===== config.mk =====
export PLATFORM = sky130hd
export DESIGN_NAME = updown_step_counter
export DESIGN_NICKNAME = d
export VERILOG_FILES = /design/src/rtl/updown_step_counter.sv
export SDC_FILE = /design/constraint.sdc
export NUM_CORES = 1
export LEC_CHECK = 0
export ABC_AREA = 1
export CAP_MARGIN = 20
export CORE_MARGIN = 8
export CORE_UTILIZATION = 30
export CTS_BUF_LIST = sky130_fd_sc_hd__clkbuf_8 sky130_fd_sc_hd__clkbuf_16
export CTS_CLUSTER_DIAMETER = 40
export DETAILED_ROUTE_END_ITERATION = 10
export HOLD_SLACK_MARGIN = 0.06
export PLACE_DENSITY_LB_ADDON = 0.25
export SLEW_MARGIN = 5
export SYNTH_ARGS = -nofsm -noshare
export SYNTH_HDL_FRONTEND = slang
export SYNTH_SLANG_ARGS = --single-unit

===== constraint.sdc =====
create_clock -name i_clk -period 1.9 [get_ports i_clk]
set_input_delay 0.285 -clock i_clk [delete_from_list [all_inputs] [get_ports i_clk]]
set_output_delay 0.285 -clock i_clk [all_outputs]
set_load 0.03 [all_outputs]

===== src/rtl/updown_step_counter.sv =====
// Registered up/down counter with programmable step, load and wrap/saturate.
// Optional sticky overflow flag under COUNTER_OVF_STICKY_EN.
module updown_step_counter #(
  parameter int unsigned WIDTH = 16,
  parameter int unsigned STEP_W = 4,
  parameter logic [WIDTH-1:0] RESET_VAL = '0
) (
  input  logic              i_clk,
  input  logic              i_rst_n,
  input  logic              i_en,
  input  logic              i_dir,
  input  logic [STEP_W-1:0] i_step,
  input  logic              i_sat,
  input  logic              i_load,
  input  logic [WIDTH-1:0]  i_load_val,
  input  logic              i_ovf_clr,
  output logic [WIDTH-1:0]  o_count,
  output logic              o_ovf,
  output logic              o_zero,
  output logic              o_tc,
  output logic              o_ovf_sticky
);

  logic [WIDTH-1:0] count_q, count_d;
  logic             ovf_q, ovf_d;
  logic [WIDTH:0]   step_x;
  logic [WIDTH:0]   sum;
  logic [WIDTH:0]   diff;
  logic             carry;

  assign step_x = {{(WIDTH+1-STEP_W){1'b0}}, i_step};
  assign sum    = {1'b0, count_q} + step_x;
  assign diff   = {1'b0, count_q} - step_x;
  // Bit WIDTH is the carry going up and the borrow going down.
  assign carry  = i_dir ? sum[WIDTH] : diff[WIDTH];

  always_comb begin
    count_d = count_q;
    ovf_d   = 1'b0;
    if (i_load) begin
      count_d = i_load_val;
    end else if (i_en) begin
      ovf_d = carry;
      if (carry && i_sat) begin
        count_d = i_dir ? '1 : '0;
      end else begin
        count_d = i_dir ? sum[WIDTH-1:0] : diff[WIDTH-1:0];
      end
    end
  end

  always_ff @(posedge i_clk or negedge i_rst_n) begin
    if (!i_rst_n) begin
      count_q <= RESET_VAL;
      ovf_q   <= 1'b0;
    end else begin
      count_q <= count_d;
      ovf_q   <= ovf_d;
    end
  end

`ifdef COUNTER_OVF_STICKY_EN
  logic sticky_q, sticky_d;

  always_comb begin
    sticky_d = sticky_q;
    if (i_ovf_clr) sticky_d = 1'b0;
    if (ovf_d)     sticky_d = 1'b1;
  end

  always_ff @(posedge i_clk or negedge i_rst_n) begin
    if (!i_rst_n) sticky_q <= 1'b0;
    else          sticky_q <= sticky_d;
  end

  assign o_ovf_sticky = sticky_q;
`else
  logic unused_ovf_clr;
  assign unused_ovf_clr = i_ovf_clr;
  assign o_ovf_sticky   = 1'b0;
`endif

  assign o_count = count_q;
  assign o_ovf   = ovf_q;
  assign o_zero  = (count_q == '0);
  assign o_tc    = i_dir ? (&count_q) : (count_q == '0);

endmodule


==> impl_results.md <==
* Status: finished, violations left
* Failing checks: setup timing
* Synth Area per Inst at between 5 and 6 µm²
* Post-route setup slack at -50.7 ps
* Worst Path Arrival at between 2000 and 2500 ps
* Core footprint at 6760 µm²
* Core Rows at 30
* Layout fillers at between 600 and 700
* Largest net degree at the start of global routing at 29
* Vias in the first global route at between 2,000 and 3,000
* First-pass GRT wire length at roughly 12 mm
* Wire per inst at between 10 and 15 µm
* Final setup violation count at 16
* Die Area at between 9000 and 10,000 µm²
* Crit start category: flip-flop
* Iteration-0 DRC Markers at between 100 and 150
* CTS Buf Count at 3
* Starting Density at 0.307
* Internal power at roughly 0.0012 W
* Final period utilization at 1.03
* Antenna Nets Post-Route at 0
* Cells after Synth at around 360
* Post-synth top flop: dfrtp_1
* Slowest-stage cell, CP: dfrtp_2
* Vias at roughly 2,600
* Clock Latency Late Sink at 270 ps
* Non-Filler Instances at ~550
* Unique masters post-synth at 39
* Clock Tree Root: clkbuf_8
* Count of flip-flops with a built-in enable after synthesis at 0
* Critical path endpoint category: flip-flop
* Hold Path Class: in2async
* Post-Route WL at 7.40 mm
* Met2 routed WL at 3.61 mm
* CP Max Fanout at 8
* DR WL met3 at ~230 µm
* Vias/cell at roughly 4.8
* Yosys reg bits at 17
* Max Fclk at just over 0.5 GHz
* Net Sw Frac at 0.448
* CP Cell Sequence: inv_2 > ha_4 > fa_2 > nor2_4 > nor2_4 > nand2_2 > nor2_4 > nand2_2 > nand2_4 > nand2_8 > nand3_1 > nand2_1 > nand2_1 > nand2_1
* Share of cells above drive strength 1 at 0.333
* CTS clock-pin slew for the worst setup and hold paths at ~80 ps
* Post-synthesis sequential area ratio at 0.205
* P_sw at 0.000957 W
* CTS H-tree depth at 1
* Netlist Area Pre-Place at roughly 2100 µm²
* GP Congestion at ~0.9
* Maximum vdd drop at 298 µV
* Crit-path max cell delay at between 400 and 500 ps
* Max Cap Viol at 0
* RSZ-0062 raised after global routing: true
* Final net count at 503
* Hold Violations, Final at 0
* Max Slew Vio Count at 0
* Fin Setup TNS at -362 ps
* Drt pass-1 iters at 4
* Placed cells at between 500 and 600
* Logic pwr share at 0.625
* Pleak at approximately 1.7 nW
* Total number of yosys warnings at 0
* Flop pwr share at 0.236
* Total GRT Usage at 0.151
* FF-to-FF path depth at 14
* Critical Path RT at slightly above 2000 ps
* Top layer in use: met4
* GRT Residual Overflow at 0
* Post-CTS Hold Buffers at 0
* CTS Sinks at 17
* Skew final at between 4 and 5 ps
* CTS max path bufs at 2
* I/O Buffers at 44
* Critical path type: reg2reg
* Area growth from synthesis to layout at 61.1%
* Clock share of power at 0.138
* FFs w/ async S/R, synth at 1.00
* Synth Net Count at 399
* Ant. Diodes at 0
* Metal-1 WL at between 3 and 4 mm
* Crit path time final at 1950 ps
* # DRC at 0
* Detailed Place HPWL at ~5.4 mm
* Number of I/O pins at 47
* Die W at around 100 µm
* Die height at 99.2 µm
* TritonCTS clock tree: yes
* Power Dens Cells at around 640 nW/µm²
* Initial antenna violation count at 0
-- area by class of cell --
cell class	count	area, µm²	share of cell area
multi-input combinational	291	1640	0.490
timing repair buffer	113	968	0.290
clock buffer	3	41.3	0.0124
tap	80	100	0.0299
inverter	40	151	0.0453
sequential	17	440	0.132
clock inverter	1	5.00	0.00150
-- cells by family after synthesis --
kind of cell	Yosys count	synth area share
compound gates	20	0.0585
flops	17	0.205
simple gates	255	0.530
other cells	1	0.00181
fa+ha+maj	10	0.0675
buf+inv	55	0.121
xor+xnor	4	0.0169
-- final timing paths --
path	start	slack, ps	endpoint
max in group asynchronous	i_rst_n	1330	o_count[5]
min in group i_clk	o_count[1]	570	o_count[1]
worst max-delay path	o_count[0]	-50	o_count[11]
worst max register to register	o_count[0]	-50	o_count[11]
worst min-delay path	i_rst_n	350	o_count[6]
worst min register to register	o_count[1]	570	o_count[1]
-- flip-flops by register name (all words and copies together), names as in the netlist --
name	cells
o_ovf	1
o_count	16
-- power groups by stage --
stage	logic [W]	clock network [W]	registers, W
global route	0.00147	0.000315	0.000510
CTS	0.00121	0.000298	0.000502
global placement	0.00111	0	0.000511
detailed placement	0.00112	0	0.000511
floorplan	0.000567	0	0.000589
finish	0.00133	0.000296	0.000504
-- repair_timing --
| action | 4_1_cts | 5_1_grt |
|---|---|---|
| setup endpoints to repair | 18 | 18 |
| buffers inserted | 8 | 17 |
| cloned | 1 | 0 |
| gates resized for setup | 36 | 29 |
| pin swaps | 7 | 15 |
-- cells in the mapped netlist (all sizes together), types with 2 or more instances --
cell type,count,area share
xor2,3,0.013
buf,11,0.037
dfrtp,17,0.20
nand3,31,0.080
nand4,11,0.036
inv,39,0.071
fa,2,0.019
nand2,146,0.27
a22oi,3,0.011
clkbuf,3,0.0060
nor3,6,0.022
o21ai,8,0.019
a21oi,6,0.016
ha,8,0.048
nor2,59,0.11
-- through the flow --
| step | power, W | instance area (µm²) | utilization | worst slack (ps) | hold slack (ps) |
|---|---|---|---|---|---|
| after floorplan | 0.00116 | 2140 | - | -88.9 | -10.6 |
| after global placement | 0.00162 | 2920 | 0.432 | -519 | 545 |
| after detailed placement | 0.00163 | 2920 | 0.432 | -527 | 546 |
| after CTS | 0.00201 | 3120 | 0.462 | -16.6 | 358 |
| after global routing | 0.00229 | 3340 | 0.495 | -188 | 376 |
| final | 0.00213 | 3340 | 0.495 | -50.7 | 346 |
-- worst max-delay path: cells and delay by family, from the launching register on --
family,cells,cell delay [ps]
buf+inv,1,80
fa+ha+maj,2,370
simple gates,11,980
flops,1,430
-- layout by cell type (no fill, tap or decap), types with 5 or more instances in the layout --
cell | synthesis | layout
nor2_4 | 1 | 8
nand3_1 | 29 | 28
o21ai_1 | 3 | 5
inv_1 | 33 | 27
nand4_1 | 10 | 10
nand2_1 | 140 | 122
dfrtp_1 | 17 | 5
buf_4 | 5 | 68
dfrtp_2 | 0 | 12
nand2_4 | 1 | 6
clkdlybuf4s50_1 | 0 | 38
inv_2 | 6 | 12
nor2_1 | 57 | 48
nand2_2 | 5 | 17
-- layer usage --
metal | up-vias | GRT usage
met1 | 1219 | 0.188
met2 | 56 | 0.265
met5 | - | 0
met4 | 0 | 0.0501
li1 | 1337 | -
met3 | 10 | 0.0119
Note: power is estimated with default switching activity, not from simulation.
